<file path="src/rtl/mul_acc_ctrl.sv">
// mul_acc_ctrl: issue/accumulate controller around a fixed-latency, non-stalling
// 16x16 signed multiplier. Operand pairs are handed to the multiplier when they are
// accepted. A tag line of the same depth marks which multiplier result cycles carry
// real products and which of those close a group. Finished group sums are queued in a
// small output FIFO. Because the multiplier cannot be stalled, op_ready is a credit
// check: every group end still in the pipe already holds a FIFO slot.
//
// Group FSM
//   state     | meaning
//   GRP_FIRST | next exiting product starts a new group (accumulator treated as 0)
//   GRP_ACCUM | at least one product of the current group is already in acc
module mul_acc_ctrl #(
    parameter int MUL_LAT    = 2,
    parameter int ACC_W      = 40,
    parameter int FIFO_DEPTH = 4,
    parameter bit SAT        = 1'b1
) (
    input  logic             clk,
    input  logic             rst_n,
    input  logic             op_valid,
    output logic             op_ready,
    input  logic [15:0]      op_a,
    input  logic [15:0]      op_b,
    input  logic             op_last,
    output logic [15:0]      mul_a,
    output logic [15:0]      mul_b,
    input  logic [31:0]      mul_result,
    output logic             res_valid,
    input  logic             res_ready,
    output logic [ACC_W-1:0] res_data,
    output logic             res_ovf
);

    localparam int PTR_W = (FIFO_DEPTH > 1) ? $clog2(FIFO_DEPTH) : 1;
    localparam int CNT_W = $clog2(FIFO_DEPTH + MUL_LAT + 1) + 1;

    localparam logic [ACC_W-1:0] ACC_MAX = {1'b0, {(ACC_W-1){1'b1}}};
    localparam logic [ACC_W-1:0] ACC_MIN = {1'b1, {(ACC_W-1){1'b0}}};

    typedef enum logic [0:0] {
        GRP_FIRST = 1'b0,
        GRP_ACCUM = 1'b1
    } grp_state_t;

    grp_state_t grp_state;
    grp_state_t grp_next;

    // Issue side
    logic accept;
    logic last_issue;

    // Tag line aligned with the multiplier pipeline
    logic [MUL_LAT-1:0] tag_v;
    logic [MUL_LAT-1:0] tag_last;
    logic               exit_v;
    logic               exit_last;

    // Accumulator datapath
    logic [ACC_W-1:0] acc;
    logic             ovf_grp;
    logic             grp_first;
    logic [ACC_W-1:0] prod_ext;
    logic [ACC_W-1:0] acc_base;
    logic [ACC_W:0]   sum_ext;
    logic             ovf_now;
    logic             ovf_sum;
    logic [ACC_W-1:0] sum_val;
    logic             acc_load;
    logic             fifo_push;

    // Output FIFO and credit bookkeeping
    logic [ACC_W-1:0]      fifo_data [FIFO_DEPTH];
    logic [FIFO_DEPTH-1:0] fifo_ovf;
    logic [PTR_W-1:0]      wr_ptr;
    logic [PTR_W-1:0]      rd_ptr;
    logic [CNT_W-1:0]      fifo_cnt;
    logic [CNT_W-1:0]      lasts_in_flight;
    logic [CNT_W:0]        credit_used;
    logic                  fifo_pop;
    logic                  last_exit;

    // Operands go straight to the multiplier; it samples them only on accept cycles
    // as far as this controller is concerned, the tag line ignores everything else.
    assign mul_a = op_a;
    assign mul_b = op_b;

    // Credit check uses only registered counts so op_ready never depends on op_valid.
    always_comb begin
        credit_used = (CNT_W+1)'(fifo_cnt) + (CNT_W+1)'(lasts_in_flight);
        op_ready    = credit_used < (CNT_W+1)'(FIFO_DEPTH);
    end

    assign accept     = op_valid & op_ready;
    assign last_issue = accept & op_last;

    // Tag shift register: one entry per multiplier stage, bubbles carry v=0.
    always_ff @(posedge clk) begin
        if (!rst_n) begin
            tag_v    <= '0;
            tag_last <= '0;
        end else begin
            tag_v[0]    <= accept;
            tag_last[0] <= last_issue;
            for (int i = 1; i < MUL_LAT; i++) begin
                tag_v[i]    <= tag_v[i-1];
                tag_last[i] <= tag_last[i-1];
            end
        end
    end

    assign exit_v    = tag_v[MUL_LAT-1];
    assign exit_last = tag_v[MUL_LAT-1] & tag_last[MUL_LAT-1];
    assign last_exit = exit_last;

    // Group FSM state register.
    always_ff @(posedge clk) begin
        if (!rst_n) begin
            grp_state <= GRP_FIRST;
        end else begin
            grp_state <= grp_next;
        end
    end

    // Group FSM next state: a closing product pushes, any other product accumulates.
    always_comb begin
        grp_next  = grp_state;
        acc_load  = 1'b0;
        fifo_push = 1'b0;
        if (exit_v) begin
            if (exit_last) begin
                fifo_push = 1'b1;
                grp_next  = GRP_FIRST;
            end else begin
                acc_load  = 1'b1;
                grp_next  = GRP_ACCUM;
            end
        end
    end

    assign grp_first = (grp_state == GRP_FIRST);

    // Signed add with one guard bit; overflow is a disagreement between the guard
    // bit and the sign bit of the ACC_W-wide result.
    always_comb begin
        prod_ext = {{(ACC_W-32){mul_result[31]}}, mul_result};
        acc_base = grp_first ? '0 : acc;
        sum_ext  = {acc_base[ACC_W-1], acc_base} + {prod_ext[ACC_W-1], prod_ext};
        ovf_now  = sum_ext[ACC_W] ^ sum_ext[ACC_W-1];
        ovf_sum  = (grp_first ? 1'b0 : ovf_grp) | ovf_now;
        sum_val  = sum_ext[ACC_W-1:0];
        if (ovf_now && SAT) begin
            sum_val = sum_ext[ACC_W] ? ACC_MIN : ACC_MAX;
        end
    end

    // Running sum and sticky overflow for the open group; cleared when it closes.
    always_ff @(posedge clk) begin
        if (!rst_n) begin
            acc     <= '0;
            ovf_grp <= 1'b0;
        end else if (acc_load) begin
            acc     <= sum_val;
            ovf_grp <= ovf_sum;
        end else if (fifo_push) begin
            acc     <= '0;
            ovf_grp <= 1'b0;
        end
    end

    // Group ends between issue and multiplier output; each one reserves a FIFO slot.
    always_ff @(posedge clk) begin
        if (!rst_n) begin
            lasts_in_flight <= '0;
        end else begin
            case ({last_issue, last_exit})
                2'b10:   lasts_in_flight <= lasts_in_flight + 1'b1;
                2'b01:   lasts_in_flight <= lasts_in_flight - 1'b1;
                default: lasts_in_flight <= lasts_in_flight;
            endcase
        end
    end

    assign res_valid = (fifo_cnt != '0);
    assign fifo_pop  = res_valid & res_ready;

    // FIFO storage; no reset needed since contents are only visible behind res_valid.
    // When full with a simultaneous pop, wr_ptr equals rd_ptr and the head is
    // overwritten exactly as it leaves.
    always_ff @(posedge clk) begin
        if (fifo_push) begin
            fifo_data[wr_ptr] <= sum_val;
            fifo_ovf[wr_ptr]  <= ovf_sum;
        end
    end

    // FIFO pointers and occupancy; power-of-two depth lets the pointers wrap naturally.
    always_ff @(posedge clk) begin
        if (!rst_n) begin
            wr_ptr   <= '0;
            rd_ptr   <= '0;
            fifo_cnt <= '0;
        end else begin
            if (fifo_push) begin
                wr_ptr <= wr_ptr + 1'b1;
            end
            if (fifo_pop) begin
                rd_ptr <= rd_ptr + 1'b1;
            end
            case ({fifo_push, fifo_pop})
                2'b10:   fifo_cnt <= fifo_cnt + 1'b1;
                2'b01:   fifo_cnt <= fifo_cnt - 1'b1;
                default: fifo_cnt <= fifo_cnt;
            endcase
        end
    end

    // Head of queue, forced to zero while empty.
    always_comb begin
        res_data = '0;
        res_ovf  = 1'b0;
        if (res_valid) begin
            res_data = fifo_data[rd_ptr];
            res_ovf  = fifo_ovf[rd_ptr];
        end
    end

endmodule

</file>
<file path="config.mk">
export PLATFORM = sky130hd
export DESIGN_NAME = mul_acc_ctrl
export DESIGN_NICKNAME = d
export VERILOG_FILES = /design/src/rtl/mul_acc_ctrl.sv
export SDC_FILE = /design/constraint.sdc
export NUM_CORES = 1
export LEC_CHECK = 0
export ABC_AREA = 1
export CORE_MARGIN = 5
export CORE_UTILIZATION = 62
export CTS_CLUSTER_SIZE = 30
export DETAILED_ROUTE_END_ITERATION = 16
export PLACE_DENSITY = 0.94
export SLEW_MARGIN = 20
export SYNTH_ARGS = -nofsm -noshare
export SYNTH_HDL_FRONTEND = slang
export SYNTH_SLANG_ARGS = --single-unit
</file>
<file path="constraint.sdc">
create_clock -name clk -period 4.9 [get_ports clk]
set_input_delay 0.98 -clock clk [delete_from_list [all_inputs] [get_ports clk]]
set_output_delay 0.98 -clock clk [all_outputs]
set_load 0.01 [all_outputs]
</file>
==> summary.md <==
| Metric | Value |
|---|---|
| Setup repair bufs after CTS | `0` |
| Reg2Reg Setup Slack | `950 ps` |
| Worst path most repeated cell | `nand2_1` |
| Yosys top cell by area | `edfxtp_1` |
| Slew margin rel. | `29.1%` |
| Post-synth top area share | `38.7%` |
| Max Fanout on Critical Path | `38` |
| First-pass GRT wire length | `56300 um` |
| Worst-Skew Late Latency | `500 ps` |
| Max-Cap Viols | `0` |
| Die Ht | `153 um` |
| Initial Util | `62.8%` |
| Drt first pass iters | `6` |
| Synth area leaders | `edfxtp_1, nand2_1, dfxtp_1` |
| Crit share post-route | `80.7%` |
| Final ANT Viol Nets | `0` |
| Ys Warns | `0` |
| Final setup fails | `0` |
| Hold-fix buffers, CTS | `0` |
| Req. time, crit path | `5310 ps` |
| Top_reg_cell synth | `edfxtp_1` |
| EDFF count, synth | `164` |
| Final HPWL DP | `24800 um` |
| Diodes inserted | `0` |
| Filler instances | `1444` |
| Post-Syn Instances | `1525` |
| Gpl congestion | `0.985` |
| Worst r2r src | `grp_state$_SDFFE_PN0P_` |
| Critical Path AT | `4360 ps` |
| Sequential share of the synthesized area | `48.2%` |
| FFs w/ async S/R, synth | `0%` |
| Final Max Slew Viols | `0` |
| RSZ-0062 raised after global routing | `false` |
| Share of cells above drive strength 1 | `8.59%` |
| Worst vdd ir | `240 uV` |
| Fin nets | `1681` |
| Crit path max-delay cell type | `buf_4` |
| Synthesis-stage register bit count | `224` |
| Reg2reg end | `acc[27]$_SDFFE_PN0P_` |
| DR vias/cell | `6.02` |
| CTS clk-pin slew, worst paths | `60 ps` |
| Initial antenna violation count | `0` |
| Crit path to | `acc[27]$_SDFFE_PN0P_` |
| Syn_nets | `1650` |
| Vias in the first global route | `10489` |
| Power per cell area | `419 nW/um^2` |
| Area growth from synthesis to layout | `11.5%` |
| CTS buffer count | `21` |
| P_leak | `0.00599 uW` |
| Worst Max-Slew Pin Slew | `1060 ps` |
| IO Port Bufs | `79` |
| Post-CTS resize count | `0` |
| Worst reg2reg path depth | `22` |
| Netlist Area Pre-Place | `12700 sq um` |
| Num ports | `144` |
| Crit path largest cell delay | `450 ps` |
| Die width | `153 um` |
| Synth unique cells | `44` |
| Mapped Avg Cell Area | `8.34 sq um` |
| Grt total ovfl | `0` |
| Final min period | `3950 ps` |
| CTS tree | `yes` |
| Startpoint class of the critical path | `flop` |
| Root Driver | `clkbuf_16` |
| Largest net degree at the start of global routing | `55` |
| Clock skew | `13.4 ps` |
| Drt drc | `0` |
| Max Fclk | `0.253 GHz` |
| Clock buffer depth | `3` |
| Die ar. | `23500 sq um` |
| Total GRT Usage | `30.0%` |
| Rows | `52` |
| Worst setup startpoint | `grp_state$_SDFFE_PN0P_` |
| HP Start | `tag_v[0]$_SDFF_PN0_` |
| H-tree levels | `1` |
| Worst path cell trace | `buf_4 > nand2_1 > inv_1 > ha_1 > inv_1 > fa_1 > inv_1 > nand2_1 > nand2_1 > nand3_1 > nand2_2 > nand2_1 > nand3_2 > nand2_2 > nand3_1 > nand2_2 > nand2_2 > buf_4 > nand2_1 > nand2_1 > nand2_1 > a21oi_1` |
| Tightest Hold Check Type | `flop to flop` |
| Critical path endpoint category | `flop` |
| Final WL | `36600 um` |
| Worst hold slack | `419 ps` |
| DR iter-0 viols | `1626` |
| Status | `completed` |
| Vias | `11077` |
| Post-Route Setup TNS | `0 ps` |
| Final Hold Viols | `0` |
| Crit Path Class | `flop to flop` |
| Sink Count | `224` |
| DR WL/cell | `19.9 um` |
| Core Region | `20200 sq um` |
-- cell type report --
cell class	instances	area, sq um	area share (%)
clock buffers	23	533	3.76
clock inverters	15	126	0.892
inverters	141	529	3.73
multi-input cells	1071	5580	39.4
flip-flops and latches	224	6130	43.2
well taps	270	338	2.38
repair buffers	97	938	6.62
-- state kept, by name, summed over array words and instances (netlist names), named ones only --
name             cells
fifo_data          160
tag_last             2
acc                 40
ovf_grp              1
tag_v                2
fifo_cnt             4
lasts_in_flight      4
fifo_ovf             4
grp_state            1
rd_ptr               2
wr_ptr               2
-- critical path, delay by kind of cell, from the launching register on --
family / cells / cell delay (ps)
compound gates: 1 / 210
fa+ha+maj: 2 / 650
buf+inv: 5 / 1030
flops: 1 / 390
simple gates: 14 / 1600
-- cell usage in the layout (no fill, tap or decap), types with 7 or more instances in the layout --
master,count
nand2_1,353
o21ai_0,113
xor2_1,20
nor2_2,7
inv_1,138
dfxtp_1,59
a21oi_2,23
nor3_1,7
ha_1,53
nor2_1,241
edfxtp_1,164
clkbuf_16,21
xnor2_1,10
clkdlybuf4s50_1,79
a21oi_1,113
o21ai_4,10
o21bai_1,7
clkinv_1,10
nand3_1,28
nand2_2,34
buf_4,17
-- logic make-up (layout without fill, tap and decap cells) --
group	Yosys count	in the layout	synth area share [%]
buffers and inverters	230	276	8.22
AO/OA/AOI/OAI	286	286	13.3
adder cells (fa/ha/maj)	56	56	5.69
flip-flops	224	224	48.2
XOR/XNOR	30	30	2.07
AND/OR/NAND/NOR	699	699	22.5
-- per-stage QoR --
step | instance area, sq um | cells | util, % | power, uW | worst slack [ps]
floorplan | 12700 | 1525 | - | 3380 | 1830
global placement | 13500 | 1803 | 66.8 | 4260 | 801
detailed placement | 13500 | 1803 | 66.8 | 4340 | 677
CTS | 14200 | 1841 | 70.1 | 5900 | 1070
global route | 14200 | 1841 | 70.1 | 6160 | 662
finish | 14200 | 1841 | 70.1 | 5940 | 945
-- synth_stat cells (all sizes together) (3+ instances only) --
cell type / number
o21ai: 126
o21a: 4
nand3: 31
buf: 46
o21bai: 7
xnor2: 10
nor4: 4
edfxtp: 164
nor3: 7
inv: 140
ha: 53
a21oi: 136
fa: 3
xor2: 20
a21o: 6
nor2: 253
clkbuf: 43
nand2: 389
dfxtp: 60
nand3b: 6
or2: 3
nand4: 6
-- metal layers --
metal | GRT usage, % | vias up | wire length, um
met4 | 10.8 | 0 | 1490
met5 | 0 | - | 0
met1 | 41.3 | 5054 | 13900
li1 | - | 5032 | -
met2 | 48.3 | 846 | 16700
met3 | 4.95 | 145 | 4520
-- power breakdown --
part | leakage, uW | internal (uW) | switching (uW)
combinational | 0.00370 | 856 | 1280
sequential | 0.00196 | 2130 | 98.0
clock | 0.000323 | 894 | 681
-- worst min path at each step --
| stage | to | slack, ps | cells past startpoint |
|---|---|---|---|
| 6_report | tag_v[1]$_SDFF_PN0_ | 420 | 2 |
| 5_1_grt | tag_last[1]$_SDFF_PN0_ | 450 | 2 |
| 4_1_cts | tag_v[1]$_SDFF_PN0_ | 420 | 2 |
| 3_5_place_dp | tag_v[1]$_SDFF_PN0_ | 400 | 2 |
| 3_3_place_gp | tag_last[1]$_SDFF_PN0_ | 400 | 2 |
| 2_1_floorplan | tag_last[1]$_SDFF_PN0_ | 390 | 2 |
(Power assumes the default switching activity.)
